[src/rtl/wca_reg_byte_bridge.sv]
// wca_reg_byte_bridge: turns a byte-wide host command stream into 16-bit
// register writes and 16-bit readbacks for the register core bank.
// Frame: command {rnw, addr}, then low/high data bytes (write) or two
// returned bytes low/high (read).
// Optional macro WCA_REG_BRIDGE_TIMEOUT_EN adds a stalled-frame timeout of
// TIMEOUT idle cycles in the byte-waiting states.
module wca_reg_byte_bridge #(
    parameter int ADDR_W   = 7,
    parameter int NUM_REGS = 128,
    parameter int TIMEOUT  = 255
) (
    input  logic              Clock,
    input  logic              Aclr,
    input  logic              host_start,
    input  logic              host_valid,
    input  logic [7:0]        host_byte,
    output logic              host_ready,
    output logic              rd_valid,
    output logic [7:0]        rd_byte,
    input  logic              rd_ready,
    output logic [ADDR_W-1:0] reg_addr,
    output logic [15:0]       reg_data,
    output logic              reg_wr_en,
    output logic              reg_rd_en,
    input  logic [15:0]       reg_q,
    output logic              err
);

    typedef enum logic [2:0] {
        IDLE, WR_LO, WR_HI, WR_COMMIT, RD_REQ, RD_CAP, RD_LO, RD_HI
    } state_t;

    // Reject parameter sets the command format cannot express.
    if (ADDR_W < 1 || ADDR_W > 7 || TIMEOUT < 1) begin : g_bad_param
        $error("wca_reg_byte_bridge: ADDR_W must be 1..7 and TIMEOUT >= 1");
    end

    state_t      state;
    logic [7:0]  shadow_hi;
    logic        xfer;
    logic        rd_hs;
    logic        addr_ok;
    logic [31:0] addr_ext;
    logic        cmd_rd;
    state_t      cmd_state;
    logic        timeout_hit;

    assign xfer      = host_valid && host_ready;
    assign rd_hs     = rd_valid && rd_ready;
    assign addr_ext  = 32'(reg_addr);
    assign addr_ok   = addr_ext < 32'(NUM_REGS);
    assign cmd_rd    = host_byte[7];
    assign cmd_state = cmd_rd ? RD_REQ : WR_LO;

`ifdef WCA_REG_BRIDGE_TIMEOUT_EN
    localparam int CNT_W = $clog2(TIMEOUT + 1);

    logic [CNT_W-1:0] idle_cnt;
    logic             waiting;

    assign waiting     = (state == WR_LO) || (state == WR_HI) ||
                         (state == RD_LO) || (state == RD_HI);
    assign timeout_hit = waiting && !xfer && !rd_hs &&
                         (idle_cnt == CNT_W'(TIMEOUT - 1));

    // Count idle cycles while a frame waits on the host; any handshake restarts it.
    always_ff @(posedge Clock or posedge Aclr) begin
        if (Aclr) begin
            idle_cnt <= '0;
        end else if (!waiting || xfer || rd_hs || timeout_hit) begin
            idle_cnt <= '0;
        end else begin
            idle_cnt <= idle_cnt + 1'b1;
        end
    end
`else
    assign timeout_hit = 1'b0;
`endif

    // Frame sequencer with registered strobes, handshakes and readback byte.
    always_ff @(posedge Clock or posedge Aclr) begin
        if (Aclr) begin
            state      <= IDLE;
            host_ready <= 1'b1;
            rd_valid   <= 1'b0;
            rd_byte    <= 8'h00;
            reg_addr   <= '0;
            reg_data   <= 16'h0000;
            reg_wr_en  <= 1'b0;
            reg_rd_en  <= 1'b0;
            err        <= 1'b0;
            shadow_hi  <= 8'h00;
        end else begin
            reg_wr_en <= 1'b0;
            reg_rd_en <= 1'b0;
            err       <= 1'b0;
            if (timeout_hit) begin
                state      <= IDLE;
                host_ready <= 1'b1;
                rd_valid   <= 1'b0;
                err        <= 1'b1;
            end else begin
                case (state)
                    IDLE: begin
                        if (xfer) begin
                            if (host_start) begin
                                reg_addr   <= host_byte[ADDR_W-1:0];
                                state      <= cmd_state;
                                reg_rd_en  <= cmd_rd;
                                host_ready <= !cmd_rd;
                            end else begin
                                err <= 1'b1;
                            end
                        end
                    end
                    WR_LO: begin
                        if (xfer) begin
                            if (host_start) begin
                                err        <= 1'b1;
                                reg_addr   <= host_byte[ADDR_W-1:0];
                                state      <= cmd_state;
                                reg_rd_en  <= cmd_rd;
                                host_ready <= !cmd_rd;
                            end else begin
                                reg_data[7:0] <= host_byte;
                                state         <= WR_HI;
                            end
                        end
                    end
                    WR_HI: begin
                        if (xfer) begin
                            if (host_start) begin
                                err        <= 1'b1;
                                reg_addr   <= host_byte[ADDR_W-1:0];
                                state      <= cmd_state;
                                reg_rd_en  <= cmd_rd;
                                host_ready <= !cmd_rd;
                            end else begin
                                reg_data[15:8] <= host_byte;
                                state          <= WR_COMMIT;
                                host_ready     <= 1'b0;
                                reg_wr_en      <= addr_ok;
                                err            <= !addr_ok;
                            end
                        end
                    end
                    WR_COMMIT: begin
                        state      <= IDLE;
                        host_ready <= 1'b1;
                    end
                    RD_REQ: begin
                        state <= RD_CAP;
                    end
                    RD_CAP: begin
                        shadow_hi <= addr_ok ? reg_q[15:8] : 8'h00;
                        rd_byte   <= addr_ok ? reg_q[7:0] : 8'h00;
                        rd_valid  <= 1'b1;
                        err       <= !addr_ok;
                        state     <= RD_LO;
                    end
                    RD_LO: begin
                        if (rd_ready) begin
                            rd_byte <= shadow_hi;
                            state   <= RD_HI;
                        end
                    end
                    RD_HI: begin
                        if (rd_ready) begin
                            rd_valid   <= 1'b0;
                            state      <= IDLE;
                            host_ready <= 1'b1;
                        end
                    end
                    default: begin
                        state      <= IDLE;
                        host_ready <= 1'b1;
                        rd_valid   <= 1'b0;
                    end
                endcase
            end
        end
    end

endmodule
[config.mk]
export PLATFORM = sky130hd
export DESIGN_NAME = wca_reg_byte_bridge
export DESIGN_NICKNAME = d
export VERILOG_FILES = /design/src/rtl/wca_reg_byte_bridge.sv
export SDC_FILE = /design/constraint.sdc
export NUM_CORES = 1
export LEC_CHECK = 0
export BUFFER_PORTS_ARGS = -buffer_cell sky130_fd_sc_hd__buf_2
export CORE_UTILIZATION = 54
export CTS_BUF_LIST = sky130_fd_sc_hd__clkbuf_16
export DETAILED_ROUTE_END_ITERATION = 6
export MAX_ROUTING_LAYER = met4
export PLACE_DENSITY = 0.84
export SETUP_SLACK_MARGIN = 0.2
export SKIP_CTS_REPAIR_TIMING = 1
export SLEW_MARGIN = 10
export SYNTH_ARGS = -nofsm -noshare
export SYNTH_HDL_FRONTEND = slang
export SYNTH_SLANG_ARGS = --single-unit
[constraint.sdc]
create_clock -name Clock -period 2.9 [get_ports Clock]
set_input_delay 0.58 -clock Clock [delete_from_list [all_inputs] [get_ports Clock]]
set_output_delay 0.58 -clock Clock [all_outputs]
set_load 0.01 [all_outputs]
==> flow_summary.yaml, run 1 <==
timing:
  timing.clock.skew_ns: 0.00265
  report.final.slew_viol_count: 0
  hold_violations: 0
  setup_viol_count_final: 0
  worstMarginPinSlew_ns: 0.935
  layout_min_cycle_time_ns: 1.63
  timing.fmax_ghz: 0.615
  setup-tns-final_ns: 0
  final.setup.worst_slack_ns: 1.27
  worst_hold_slack_ns: 0.474
  fin_crit_sh: 0.561
  worst_slew_margin_rel: 0.376
  unrepaired_setup_endpoints_after_global_routing: "false"
global_route:
  gr-total-overflow: 0
  grt_max_degree: 48
  initial_antenna_violation_count: 0
  grt_first_pass_wirelength_um: 6470
  grt_pass1_vias: 1428
  grt_usage: 0.217
die:
  chipHeight_um: 63.6
  full_die_area_um2: 4050
  number_of_primary_i_o_pins: 65
  fp.coreArea_um2: 3660
  rows: 22
  chipWidth_um: 63.6
  initial_core_utilization: 0.560
synth:
  synth_top_cells_by_area: "dfrtp_1 (56%), mux2_2 (17%), mux2i_1 (3.9%)"
  largest_family_of_logic_cells_by_synthesized_area: "multiplexers"
  yosys_warn_count: 0
  synth.top_cell.area_share: 0.562
  post_synth_design_cell_area_um2: 2050
  async_reset_ff_frac: 1.00
  seq_area_frac_synth: 0.574
  netlist_top_cells_count: "dfrtp_1 (46), mux2_2 (31), nand2_1 (13)"
  post_synth_mux_area_share: 0.209
  post_synthesis_share_of_cell_area_spent_on_full_adders_half_adders_and_majority_gates: 0
  synth_area_per_cell_um2: 13.0
  synthDistinctLibCells: 38
  synth-edff-count: 0
  synth-compound-area-share: 0.0763
  synth.most_common_cell: "dfrtp_1"
  synth_nets: 187
  syn-instance-count: 158
  synthSimpleGateAreaFrac: 0.114
  biggest_area_consumer_among_synthesized_cells: "dfrtp_1"
  xor_and_xnor_area_share_after_synthesis: 0
  synth_seq_cells: 47
  yosys_most_used_dff: "dfrtp_1"
setup_path:
  timing.critical_path.from_type: "register"
  path_cells: "and2b_2 > nand2_2 > mux2_2"
  worst_ep_arrival_time_ns: 1.80
  crit_path_max_incr_delay_ns: 0.59
  path_class: "register to register"
  worst-endpoint-required_ns: 3.07
  cp.buffers_inverters: 0
  endpoint_kind: "register"
  crit_slowest_cell: "dfrtp_1"
  worst_path_dominant_cell_family: "flip-flops"
  worstPathMaxFanout: 15
cells_and_area:
  final_net_count: 252
  sequential_area_um2: 1180
  multi_input_area_um2: 820
  syn2layout_area_growth_pct: 24.7
  final.fill_count: 264
  utilization: 0.698
  fin_cells: 272
  antenna_cells: 0
  finish.instance_area_um2: 2560
  drive_gt1_frac: 0.513
route:
  detail_route.vias_per_cell: 5.27
  route.vias.total: 1433
  route.detailed.wl_per_inst_um: 14.2
  drt_first_pass_iters: 4
  drt_initial_violations: 51
  routed_wl_um: 3860
  number_of_design_rule_violations_left_after_detail_routing: 0
  antenna_left: 0
power_and_ir_drop:
  static-leakage-power_nw: 1.32
  total_power_mw: 2.84
  power.density_nw_per_um2: 1110
  ir_drop_uv: 628
cts:
  clk-insertion-delay-late_ns: 0.28
  clockBufferDepth: 2
  clock_sink_count: 47
  tritoncts: "built"
  ctsHtreeMaxLevel: 2
  cts_root_cell: "clkbuf_16"
  worst_setup_hold_path_clk_slew_ns: 0.06
  cts_inserted_buffers: 5
placed_design:
  dp_hpwl_um: 2720
  dp_slack_ns: 1.27
  detailed_place.area_um2: 2390
  place.gp.congestion: 0.751
  placed_cells: 264
  io_buffer_count: 64
outcome:
  run_status: "completed"
worst_hold_path:
  hold_path_class: "register to register"
job:
  drv.max_cap_violation_count: 0
final cells by class:
type	instances	area share
clock buffers	5	0.0489
repair buffers	64	0.125
flip-flops and latches	47	0.461
clock inverters	3	0.0152
inverters	4	0.00587
multi-input cells	101	0.321
well taps	48	0.0235
sequential cells by signal, indices dropped and copies added, names as in the netlist:
name and cells:
reg_data 16, rd_byte 8, shadow_hi 8, reg_addr 7, state 3, err 1, host_ready 1, rd_valid 1
reg_rd_en 1, reg_wr_en 1
worst register-to-register path, stage by stage (launching register included):
cell     delay (ns)
dfrtp_1        0.59
and2b_2        0.34
nand2_2        0.22
mux2_2         0.37
metal layers:
layer | GRT usage | part of all wire | vias to the layer above
li1 | - | - | 688
met1 | 0.274 | 0.47 | 678
met2 | 0.334 | 0.46 | 59
met3 | 0.0471 | 0.056 | 8
met4 | 0.102 | 0.018 | 0
met5 | - | 0 | -
cell usage in the layout (no fill, tap or decap), types with 2 or more instances in the layout:
cell       synthesis  routed
nand2_4            2       2
dfrtp_1           46      46
mux2_2            31      31
a21boi_0           2       2
clkbuf_16          0       5
mux2i_1            8       8
a31oi_1            2       2
nand3_1            2       2
buf_2              3      64
inv_1              4       3
nor2b_1            2       2
nor2_1             3       3
nand2_2            3       3
a21oi_1            3       3
o21ai_0            9       9
nand2_1           13      13
cell families after synthesis:
family                 Yosys count
flip-flops                      47
multiplexers                    39
AND/OR/NAND/NOR                 38
AO/OA/AOI/OAI                   24
buffers and inverters           10
path summary, 6_finish.rpt:
path,from,to,slack (ns),depth (start not counted)
max in group asynchronous,Aclr,reg_data[3]$_DFFE_PP0P_,1.82,2
max reg2reg,state[1]$_DFFE_PP0P_,shadow_hi[1]$_DFFE_PP0P_,1.27,3
min in group asynchronous,Aclr,reg_data[5]$_DFFE_PP0P_,0.50,2
max,state[1]$_DFFE_PP0P_,shadow_hi[1]$_DFFE_PP0P_,1.27,3
min reg2reg,rd_byte[2]$_DFFE_PP0P_,rd_byte[2]$_DFFE_PP0P_,0.47,2
min,rd_byte[2]$_DFFE_PP0P_,rd_byte[2]$_DFFE_PP0P_,0.47,2
power breakdown:
part | leakage, nW | switching, mW | internal, mW
logic | 0.667 | 0.495 | 0.515
clock network | 0.0812 | 0.228 | 0.402
registers | 0.573 | 0.229 | 0.972
total | 1.32 | 0.952 | 1.89
Power figures use the tool's default switching activity.
==> inputs of run 2 (changes only) <==
Settings changed: CORE_UTILIZATION 54 to 50, PLACE_DENSITY 0.84 to 0.79.
Clock period 2.9 ns to 1.5 ns, I/O delays scaled along.
==> run 2 against run 1 <==
Against the previous run: sequential power increased by 87%; sequential share of layout area decreased by 2.9 points; wire length is 9.0% higher; final cell count increased by 5.9%; global-route usage rose by 0.34 points; sequential cell count unchanged; clock skew rose by 0.0035 ns; critical endpoint is now reg_data[7]$_DFFE_PP0P_; largest power group is now combinational cells.
==> flow_summary.yaml, run 2 (synthesis results as in run 1) <==
outcome:
  run_status: "completed"
die:
  chipWidth_um: 66.0
  rows: 22
  full_die_area_um2: 4360
  chipHeight_um: 66.0
  fp.coreArea_um2: 3800
  number_of_primary_i_o_pins: 65
  initial_core_utilization: 0.540
timing:
  layout_min_cycle_time_ns: 1.43
  final.setup.worst_slack_ns: 0.0652
  hold_violations: 0
  unrepaired_setup_endpoints_after_global_routing: "true"
  timing.fmax_ghz: 0.697
  report.final.slew_viol_count: 0
  worstMarginPinSlew_ns: 0.455
  setup_viol_count_final: 0
  timing.clock.skew_ns: 0.00614
  worst_slew_margin_rel: 0.696
  setup-tns-final_ns: 0
  fin_crit_sh: 0.957
power_and_ir_drop:
  static-leakage-power_nw: 1.43
  ir_drop_uv: 1270
  switching_power_mw: 1.96
  p_int_mw: 3.81
  power.share.clock: 0.179
  comb_power_share: 0.434
  power.sequential.fraction: 0.387
  switching_portion_of_total_power: 0.340
  power.density_nw_per_um2: 2110
route:
  antenna_left: 0
  route.vias.total: 1496
  routed_wl_um: 4200
  number_of_design_rule_violations_left_after_detail_routing: 0
  drt_initial_violations: 130
  drt_first_pass_iters: 4
  detail_route.vias_per_cell: 5.19
  route.detailed.wl_per_inst_um: 14.6
setup_path:
  path_class: "register to register"
  r2r_start: "host_ready$_DFFE_PP1P_"
  worst-endpoint-required_ns: 1.67
  worst_r2r_path_depth: 4
  worstPathMaxFanout: 8
  timing.critical_path.from_type: "register"
  endpoint_kind: "register"
  critical_path.reg2reg.endpoint: "reg_data[7]$_DFFE_PP0P_"
  worst_ep_arrival_time_ns: 1.60
  rrSetupSlack_ns: 0.07
cells_and_area:
  largest_register: "reg_data"
  antenna_cells: 0
  final.fill_count: 273
  drive_gt1_frac: 0.546
  final_net_count: 268
  mostFrequentLayoutCell: "buf_2"
  syn2layout_area_growth_pct: 33.3
  utilization: 0.719
  highest_count_cells_in_the_layout_ignoring_fill_and_taps: "buf_2 (64), dfrtp_1 (45), mux2_2 (29)"
  largest_register_ffs: 16
  largestRegisters: "reg_data: 16 flops, rd_byte: 8 flops, shadow_hi: 8 flops"
worst_hold_path:
  hold_path_class: "primary input to async pin"
cts:
  worst_setup_hold_path_clk_slew_ns: 0.06
  clock_sink_count: 47
  tritoncts: "built"
  cts_root_cell: "clkbuf_16"
  clockBufferDepth: 2
  cts_inserted_buffers: 5
  clk-insertion-delay-late_ns: 0.28
  ctsHtreeMaxLevel: 2
global_route:
  grt_max_degree: 29
  initial_antenna_violation_count: 0
  grt_util_met3: 0.0534
  grt_usage: 0.221
  globalRoute.busiestLayer: "met2"
  gr-total-overflow: 0
  grt_first_pass_wirelength_um: 6830
  met2_usage: 0.346
  grt_util_met1: 0.287
  grt_pass1_vias: 1447
placed_design:
  dp_hpwl_um: 2910
  place.gp.congestion: 0.792
  io_buffer_count: 64
  dp_slack_ns: 0.0449
job:
  drv.max_cap_violation_count: 0
run 2: changes by cell type in the layout (fill, tap and decap cells not counted), sizes merged:
cell,delta
bufinv,-1
inv,+1
clkinvlp,+1
clkinv,-1
buf,+16
run 2: routing by layer:
metal	wire length, um	vias up
li1	-	720
met1	1940	707
met2	1940	64
met3	291	5
met4	28	0
met5	0	-
run 2: layout make-up:
| class | instances | area [um2] | area share |
|---|---|---|---|
| Multi-Input combinational cell | 101 | 856 | 0.313 |
| Tap cell | 48 | 60.1 | 0.0220 |
| Inverter | 4 | 18.8 | 0.00687 |
| Clock buffer | 5 | 125 | 0.0458 |
| Timing Repair Buffer | 80 | 482 | 0.176 |
| Sequential cell | 47 | 1180 | 0.431 |
| Clock inverter | 3 | 12.5 | 0.00458 |
run 2: power by group through the flow:
| stage | registers, mW | logic, mW | clock network, mW |
|---|---|---|---|
| CTS | 2.25 | 2.22 | 1.05 |
| global placement | 2.24 | 2.17 | 0 |
| global route | 2.30 | 2.76 | 1.10 |
| finish | 2.24 | 2.50 | 1.03 |
| floorplan | 2.39 | 1.27 | 0 |
| detailed placement | 2.26 | 2.21 | 0 |
run 2: worst max-delay path, cell delays in order, from the launching register on:
cell and delay, ns:
dfstp_2 0.55, nand2_4 0.08, nor3_4 0.21, nand2_4 0.15
mux2_4 0.32
run 2: worst max-delay path by stage:
stage / start / depth (start not counted) / to
finish: host_ready$_DFFE_PP1P_ / 4 / reg_data[7]$_DFFE_PP0P_
floorplan: host_ready$_DFFE_PP1P_ / 4 / reg_data[10]$_DFFE_PP0P_
global placement: state[2]$_DFFE_PP0P_ / 3 / reg_data[0]$_DFFE_PP0P_
CTS: state[2]$_DFFE_PP0P_ / 3 / reg_data[14]$_DFFE_PP0P_
detailed placement: state[2]$_DFFE_PP0P_ / 3 / reg_data[14]$_DFFE_PP0P_
global route: host_ready$_DFFE_PP1P_ / 4 / reg_data[7]$_DFFE_PP0P_
run 2: through the flow:
step                      std cells  hold slack [ns]  total power, mW  area, um2
after global routing            288           0.0611             6.16       2730
after CTS                       278           0.0425             5.52       2620
final                           288           0.0306             5.78       2730
after detailed placement        270            0.346             4.47       2480
after global placement          270            0.345             4.40       2480
after floorplan                 158            0.323             3.66       2070
==> inputs of run 3 (changes only) <==
Settings changed: CORE_UTILIZATION 50 to 54, PLACE_DENSITY 0.79 to 0.84.
Clock period 1.5 ns to 1.7 ns, I/O delays scaled along.
==> run 3 against run 2 <==
Against the previous run: the flow now finishes with violations (negative hold slack); sequential share of layout area grew 1.3 points; worst setup slack gained 0.20 ns; maximum frequency grew 0.24%; utilization grew 0.45 points; via count shrank 3.5%; final cell count shrank 3.5%; clock power grew 7%; non-clock buffer count shrank 10; first-iteration DRC count shrank 55%; clock skew shrank 0.0033 ns; combinational power shrank 24%; critical endpoint is now reg_addr[3]$_DFFE_PP0P_; highest routed layer unchanged.
==> flow_summary.yaml, run 3 (synthesis results as in run 1) <==
global_route:
  gr-total-overflow: 0
  initial_antenna_violation_count: 0
  grt_util_met1: 0.301
  grt_max_degree: 21
  grt_usage: 0.233
  grt_first_pass_wirelength_um: 6820
  globalRoute.busiestLayer: "met2"
  grt_util_met3: 0.0688
  met2_usage: 0.352
  grt_pass1_vias: 1399
placed_design:
  io_buffer_count: 64
  dp_hpwl_um: 2860
  place.gp.congestion: 0.788
cells_and_area:
  drive_gt1_frac: 0.535
  mostFrequentLayoutCell: "buf_2"
  antenna_cells: 0
  largest_register: "reg_data"
  highest_count_cells_in_the_layout_ignoring_fill_and_taps: "buf_2 (64), dfrtp_1 (45), mux2_2 (31)"
  largest_register_ffs: 16
  final.fill_count: 257
  largestRegisters: "reg_data: 16 flops, rd_byte: 8 flops, shadow_hi: 8 flops"
  syn2layout_area_growth_pct: 29.3
  final_net_count: 258
die:
  chipHeight_um: 63.6
  fp.coreArea_um2: 3660
  chipWidth_um: 63.6
  full_die_area_um2: 4050
  number_of_primary_i_o_pins: 65
  initial_core_utilization: 0.560
  rows: 22
cts:
  clk-insertion-delay-late_ns: 0.29
  cts_root_cell: "clkbuf_16"
  worst_setup_hold_path_clk_slew_ns: 0.06
  tritoncts: "built"
  clock_sink_count: 47
  cts_inserted_buffers: 5
  clockBufferDepth: 2
  ctsHtreeMaxLevel: 2
job:
  drv.max_cap_violation_count: 0
route:
  detail_route.vias_per_cell: 5.19
  routed_wl_um: 4070
  drt_first_pass_iters: 4
  route.detailed.wl_per_inst_um: 14.6
  antenna_left: 0
  route.vias.total: 1444
  number_of_design_rule_violations_left_after_detail_routing: 0
  drt_initial_violations: 59
timing:
  timing.clock.skew_ns: 0.00285
  fin_crit_sh: 0.842
  report.final.slew_viol_count: 0
  timing.fmax_ghz: 0.699
  setup_viol_count_final: 0
  setup-tns-final_ns: 0
  worstMarginPinSlew_ns: 0.365
  hold_violations: 11
  layout_min_cycle_time_ns: 1.43
  unrepaired_setup_endpoints_after_global_routing: "true"
  worst_hold_slack_ns: -0.00927
  worst_slew_margin_rel: 0.757
setup_path:
  crit_slowest_cell: "dfstp_2"
  crit_path_max_incr_delay_ns: 0.58
  rrSetupSlack_ns: 0.27
  path_class: "register to register"
  worst_path_dominant_cell_family: "flip-flops"
  endpoint_kind: "register"
  worst-endpoint-required_ns: 1.87
  timing.critical_path.from_type: "register"
  cp.buffers_inverters: 0
  worstPathMaxFanout: 8
  worst_ep_arrival_time_ns: 1.60
  path_cells: "nand2_4 > nor2_2 > nand3_4 > mux2_2"
outcome:
  run_status: "finished with violations"
  failed_checks: "negative hold slack"
worst_hold_path:
  hold_path_class: "primary input to async pin"
power_and_ir_drop:
  static-leakage-power_nw: 1.37
  ir_drop_uv: 951
  total_power_mw: 5.02
  power.density_nw_per_um2: 1900
run 3: worst paths after layout:
path,startpoint,endpoint,cells after the start
setup / recovery,host_ready$_DFFE_PP1P_,reg_addr[3]$_DFFE_PP0P_,4
hold / removal,Aclr,shadow_hi[4]$_DFFE_PP0P_,2
setup reg to reg,host_ready$_DFFE_PP1P_,reg_addr[3]$_DFFE_PP0P_,4
hold reg to reg,rd_byte[6]$_DFFE_PP0P_,rd_byte[6]$_DFFE_PP0P_,2
max in group asynchronous,Aclr,state[2]$_DFFE_PP0P_,3
min in group Clock,reg_q[12],shadow_hi[4]$_DFFE_PP0P_,2
run 3: metal layers:
layer / vias up / part of all wire / wire (um)
li1: 698 / - / -
met1: 682 / 0.46 / 1860
met2: 55 / 0.47 / 1920
met3: 9 / 0.057 / 233
met4: 0 / 0.014 / 55
met5: - / 0 / 0
run 3: layout make-up:
cell class	instances	area [um2]	share of cell area
clock buffer	5	125	0.0472
timing repair buffer	70	390	0.147
multi-input combinational	101	837	0.316
sequential	47	1180	0.445
inverter	4	15.0	0.00567
tap	48	60.1	0.0227
clock inverter	3	43.8	0.0165
run 3: report_power, final:
group / switching [mW] / internal (mW)
logic: 0.932 / 0.971
registers: 0.355 / 1.66
clock network: 0.410 / 0.693
total: 1.70 / 3.33
run 3: stage by stage:
stage | util | cells | cell area (um2) | setup WS (ns)
2_1_floorplan | - | 158 | 2050 | 0.246
3_3_place_gp | 0.665 | 268 | 2430 | 0.172
3_5_place_dp | 0.665 | 268 | 2430 | 0.135
4_1_cts | 0.711 | 276 | 2600 | 0.109
5_1_grt | 0.724 | 278 | 2650 | 0.197
6_report | 0.724 | 278 | 2650 | 0.269
